**src/rtl/syscall_unit.sv**
```systemverilog
// rtl/syscall_unit.sv - syscall handler: print-hex, exit, pause-until-resume, event counter
module syscall_unit #(
  parameter int          CNT_W      = 16,
  parameter logic [31:0] PRINT_CODE = 32'd34,
  parameter logic [31:0] EXIT_CODE  = 32'd10,
  parameter logic [31:0] PAUSE_CODE = 32'd50
) (
  input  logic             clk,
  input  logic             rst,
  input  logic             syscall,
  input  logic [31:0]      v0,
  input  logic [31:0]      a0,
  input  logic             resume,
  output logic             stall,
  output logic             halted,
  output logic [31:0]      disp,
  output logic             disp_valid,
  output logic [CNT_W-1:0] sys_count
);

  typedef enum logic [1:0] {
    RUN   = 2'd0,
    PAUSE = 2'd1,
    HALT  = 2'd2
  } state_t;

  state_t state;
  state_t state_next;
  logic   accept;

  // Only RUN accepts; in PAUSE the frozen PC may keep presenting the same syscall.
  assign accept = (state == RUN) && syscall;

  always_ff @(posedge clk or posedge rst) begin
    if (rst) begin
      state <= RUN;
    end else begin
      state <= state_next;
    end
  end

  always_comb begin
    state_next = state;
    case (state)
      RUN: begin
        if (accept) begin
          if (v0 == EXIT_CODE) begin
            state_next = HALT;
          end else if (v0 == PAUSE_CODE) begin
            state_next = PAUSE;
          end
        end
      end
      PAUSE: begin
        if (resume) begin
          state_next = RUN;
        end
      end
      HALT: begin
        state_next = HALT;
      end
      default: begin
        state_next = RUN;
      end
    endcase
  end

  // Stall decodes registered state only, keeping syscall/v0 off the PC enable path.
  always_comb begin
    stall  = (state != RUN);
    halted = (state == HALT);
  end

  always_ff @(posedge clk or posedge rst) begin
    if (rst) begin
      disp       <= 32'd0;
      disp_valid <= 1'b0;
      sys_count  <= '0;
    end else if (accept) begin
      if (sys_count != {CNT_W{1'b1}}) begin
        sys_count <= sys_count + CNT_W'(1);
      end
      if (v0 == PRINT_CODE) begin
        disp       <= a0;
        disp_valid <= 1'b1;
      end
    end
  end

endmodule

```
**config.mk**
```make
export PLATFORM = sky130hd
export DESIGN_NAME = syscall_unit
export DESIGN_NICKNAME = d
export VERILOG_FILES = /design/src/rtl/syscall_unit.sv
export SDC_FILE = /design/constraint.sdc
export NUM_CORES = 1
export LEC_CHECK = 0
export ABC_AREA = 1
export BUFFER_PORTS_ARGS = -buffer_cell sky130_fd_sc_hd__buf_2
export CAP_MARGIN = 10
export CORE_MARGIN = 1.5
export CORE_UTILIZATION = 47
export DETAILED_ROUTE_END_ITERATION = 12
export PLACE_DENSITY_LB_ADDON = 0.3
export SLEW_MARGIN = 25
export SYNTH_ARGS = -nofsm -noshare
export SYNTH_HDL_FRONTEND = slang
export SYNTH_SLANG_ARGS = --single-unit
```
**constraint.sdc**
```tcl
create_clock -name clk -period 1.7 [get_ports clk]
set_clock_uncertainty 0.05 [all_clocks]
set_input_delay 0.255 -clock clk [delete_from_list [all_inputs] [get_ports clk]]
set_output_delay 0.255 -clock clk [all_outputs]
set_load 0.01 [all_outputs]
```
### Word-level counts from Yosys, hierarchy flattened

Cells that the tools add are included.

* flip-flop bits (word level): 51
* output and inout port bits: 51

* add/sub/neg operators: 1
* eq/ne operators: 9
* muxes and demuxes: 5
* reduce and logical (&&, ||, !) cells: 6

Operators by type and width (count)
* equality test 32 x 6 -> 1 bit, second input constant: 2
* equality test 32 x 4 -> 1 bit, second input constant: 1
* adder 16 x 1 -> 16 bit, second input constant: 1
* != test 16 bit, second input constant: 1
* 2-to-1 mux 2 bit: 4
* case mux 2 bit (3 select lines): 1
* != test 2 bit, second input constant: 2
* AND reduction 2 bit: 2
* != test 3 x 1 -> 1 bit, second input constant: 1
* AND reduction 3 bit: 1
* equality test 2 x 1 -> 1 bit, second input constant: 1
* equality test 2 bit, second input constant: 1
* logical NOT 2 bit: 1
* nonzero test 2 bit: 1
* logical AND 1 bit: 1

### Longest topological paths before layout

* depth in word-level cells: 5
* gate-level depth with buffers: 10
* depth with buffers taken out: 9

### Least setup slack after synthesis

Ideal clock, no wire load.

* kind: reg2reg
* start: register sys_count[0]
* end: register sys_count[10]
* library setup time: 0.116 ns
* arrival: 1.433 ns
* path slack: 0.101 ns
* cell stages (with the launch flop): 10
* clock period less this slack: 1.599 ns
* cells stage by stage: dfrtp_1 > ha_1 > nand3_2 > nor2_4 > nand3_2 > nand2_4 > inv_2 > buf_6 > nand2_1 > nand2_1

* cells in the longest elaborated chain, start to end: 2
* elaborated cells on any way between the ends: 3

RTL lines
* from (decl): RTL line 18 `output logic [CNT_W-1:0] sys_count`
* from (signal assigned): RTL line 81 `sys_count <= sys_count + CNT_W'(1);`
* branches (longest 2 deep; another with adder 16 x 1 -> 16 bit)

Several ways; the timed one is not identified.
A chain may end at the register's enable or synchronous reset.

### Worst setup path in the final report

* start: register sys_count[0]
* end: register sys_count[6]

The elaborated chain is that of the path after synthesis.

==> impl_metrics.env <==
export IMPL_routed_wl_um=5993
export IMPL_nets=535
export IMPL_synth_compound_area_share_pct=1.381
export IMPL_htree_levels=2
export IMPL_hold_viol=0
export IMPL_drc=0
export IMPL_cp_required_ns=1.85
export IMPL_ir_drop_uv=516.7
export IMPL_cts_buffers=5
export IMPL_placed_area_um2=3338
export IMPL_syn_area_um2=2628
export IMPL_cp_slowest_cell="dfrtp_1"
export IMPL_io_pins=119
export IMPL_final_area_um2=3463
export IMPL_vias=2570
export IMPL_cts_num_sinks=51
export IMPL_start_kind="flop"
export IMPL_rsz0062_at_grt="false"
export IMPL_hold_start="a0[26]"
export IMPL_synth_seq_area_share_pct=48.57
export IMPL_synth_top_family_by_area="simple AND/OR/NAND/NOR gates"
export IMPL_final_core_util_pct=63.68
export IMPL_grtUsageTotal_pct=21.56
export IMPL_fin_hold_ws_ns=0.1188
export IMPL_setup_viol=0
export IMPL_muxShareOfSynthArea_pct=0
export IMPL_yosysUniqueCellTypes=24
export IMPL_slowest_delay_ns=0.36
export IMPL_crit_path_end_kind="flop"
export IMPL_viasPerCell=4.768
export IMPL_clkSlewWorstSetupHoldPaths_ns=0.10
export IMPL_cp_max_fo=15
export IMPL_cts_tree="built"
export IMPL_crit_chain="ha_1 -> nand3_2 -> nor2_4 -> nand3_2 -> nand2_4 -> inv_2 -> o21ai_0 -> nand2_1"
export IMPL_drt_wirelength_per_cell_um=11.12
export IMPL_fin_setup_tns_ns=0
export IMPL_cellLeakagePower_uw=0.002024
export IMPL_synth_xor_area_share_pct=3.667
export IMPL_r2r_slack_ns=0.19
export IMPL_grt_pass1_wl_um=10450
export IMPL_ant_nets=0
export IMPL_crit_start="sys_count[0]$_DFFE_PP0P_"
export IMPL_slew_viol_final=0
export IMPL_port_buffers=118
export IMPL_fin_crit_sh_pct=88.81
export IMPL_yosys_warnings=0
export IMPL_grt_pass1_vias=2479
export IMPL_dr_pass1_iters=4
export IMPL_critPathMostFrequentCell="nand3_2"
export IMPL_cts_repair_resized=0
export IMPL_worstPathArrival_ns=1.66
export IMPL_core_area_um2=5439
export IMPL_clk_latency_ns=0.30
export IMPL_run_status="finished, final reports clean"
export IMPL_cellPowerDensity_nw_per_um2=633.9
export IMPL_clockRootBuffer="clkbuf_8"
export IMPL_min_path_type="primary input to flop"
export IMPL_max_freq_ghz=0.6624
export IMPL_area_delta_synth_final_pct=31.81
export IMPL_whs_endpoint="disp[26]$_DFFE_PP0P_"
export IMPL_synth_simple_gate_area_share_pct=38.90
export IMPL_critPathKind="flop to flop"
export IMPL_relSlewSlack_pct=68.82
export IMPL_finalCriticalPeriod_ns=1.510
export IMPL_synth_seq_cells=51
export IMPL_core_rowCount=27
export IMPL_dp_hpwl_um=4552
export IMPL_syn_nets=410
export IMPL_start_util_pct=48.31
export IMPL_r2r_end="sys_count[6]$_DFFE_PP0P_"
export IMPL_drive_above_1_share_pct=32.76
export IMPL_grt_overflow_total=0
export IMPL_syn_inst=341
export IMPL_grt_max_degree=34
export IMPL_drt_iter0_drc=199
export IMPL_worstHoldPathCells=3
export IMPL_grt_antenna_before_repair=0
export IMPL_r2r_cells=8
export IMPL_synth_adder_area_share_pct=0.4762
export IMPL_drv_cap=0
export IMPL_die_area_um2=6048
export IMPL_clk_path_buf_depth=2
export IMPL_syn_avg_cell_area_um2=7.705
export IMPL_globalplace_congestion=0.8958
export IMPL_dieHeight_um=77.77
export IMPL_n_antenna_cell=0
export IMPL_tightestPinTransition_ns=0.4670
export IMPL_die_w_um=77.77
export IMPL_rr_startpoint="sys_count[0]$_DFFE_PP0P_"
[final cells by class]
cell class	instances	area, um2
Clock buffer	5	68.82
Inverter	27	101.3
Clock inverter	3	46.29
Tap cell	72	90.09
Sequential cell	51	1276
Timing Repair Buffer	129	713.2
Multi-Input combinational cell	252	1167
Fill cell	510	1976
[synthesized netlist by cell type (all sizes together)]
cell / instances / share of area [%]
buf: 11 / 3.1
dfrtp: 51 / 49
ha: 1 / 0.48
inv: 27 / 3.9
nand2: 140 / 20
nand3: 42 / 8.6
nand3b: 1 / 0.29
nand4: 5 / 1.4
nor2: 40 / 6.6
nor3: 5 / 1.6
o21ai: 6 / 1.1
o22ai: 1 / 0.24
xnor2: 6 / 2.0
xor2: 5 / 1.7
[cells in the final DEF, fill, tap and decap left out, types with 3 or more instances in the layout]
master    instances
buf_12            3
nand2_1         137
clkbuf_8          5
dfrtp_1          51
buf_2           118
xnor2_1           6
nor3_1            3
o21ai_0           6
buf_4             7
xor2_1            5
nand3_1          39
nand4_1           4
nand3_2           3
nor2_4            3
nor2_1           37
inv_1            22
inv_2             5
[flip-flops by register name, summed over array words and instances, names as in the netlist]
register / cells
disp_valid: 1
disp: 32
sys_count: 16
state: 2
[critical path, delay by kind of cell, from the launching register on]
family          cells  cell delay [ns]
buf+inv             1             0.11
fa+ha+maj           1             0.19
flops               1             0.36
compound gates      1             0.10
simple gates        5             0.59
[kinds of logic after synthesis]
family / after synthesis
and+or+nand+nor: 233
DFF: 51
buffers and inverters: 38
xor gates and xnor gates: 11
AOI/OAI and AO/OA: 7
adders and majority gates: 1
[repair_timing]
action,4_1_cts,5_1_grt
setup buffers,0,0
setup endpoints to repair,0,0
hold endpoints to repair,21,0
hold buffers,1,0
[through the flow]
| step | power (uW) | std cells | worst slack (ns) |
|---|---|---|---|
| 5_1_grt | 2301 | 539 | 0.04498 |
| 2_1_floorplan | 1275 | 341 | 0.1006 |
| 3_3_place_gp | 1365 | 530 | 0.1549 |
| 3_5_place_dp | 1367 | 530 | 0.1253 |
| 4_1_cts | 2231 | 539 | 0.1648 |
| 6_report | 2196 | 539 | 0.1903 |
[where the power goes]
| part | total [uW] | switching [uW] | internal [uW] |
|---|---|---|---|
| Combinational | 129 | 61.1 | 68.3 |
| Clock | 854 | 411 | 444 |
| Sequential | 1210 | 0 | 1210 |
| Total | 2200 | 472 | 1720 |
[layer usage]
| metal | track usage, % | vias up | wire, um |
|---|---|---|---|
| met4 | 8.182 | 0 | 44 |
| li1 | - | 1311 | - |
| met3 | 6.235 | 4 | 458 |
| met2 | 36.78 | 88 | 3000 |
| met5 | 0 | - | 0 |
| met1 | 25.55 | 1167 | 2490 |
[worst max-delay path by stage]
stage                                            to  cells past startpoint
final                      sys_count[6]$_DFFE_PP0P_                      8
after global routing       sys_count[6]$_DFFE_PP0P_                      8
after CTS                  sys_count[6]$_DFFE_PP0P_                      8
after detailed placement       disp[20]$_DFFE_PP0P_                      9
after global placement         disp[20]$_DFFE_PP0P_                      9
after floorplan           sys_count[10]$_DFFE_PP0P_                      9
Note: power is estimated with default switching activity, not from simulation.
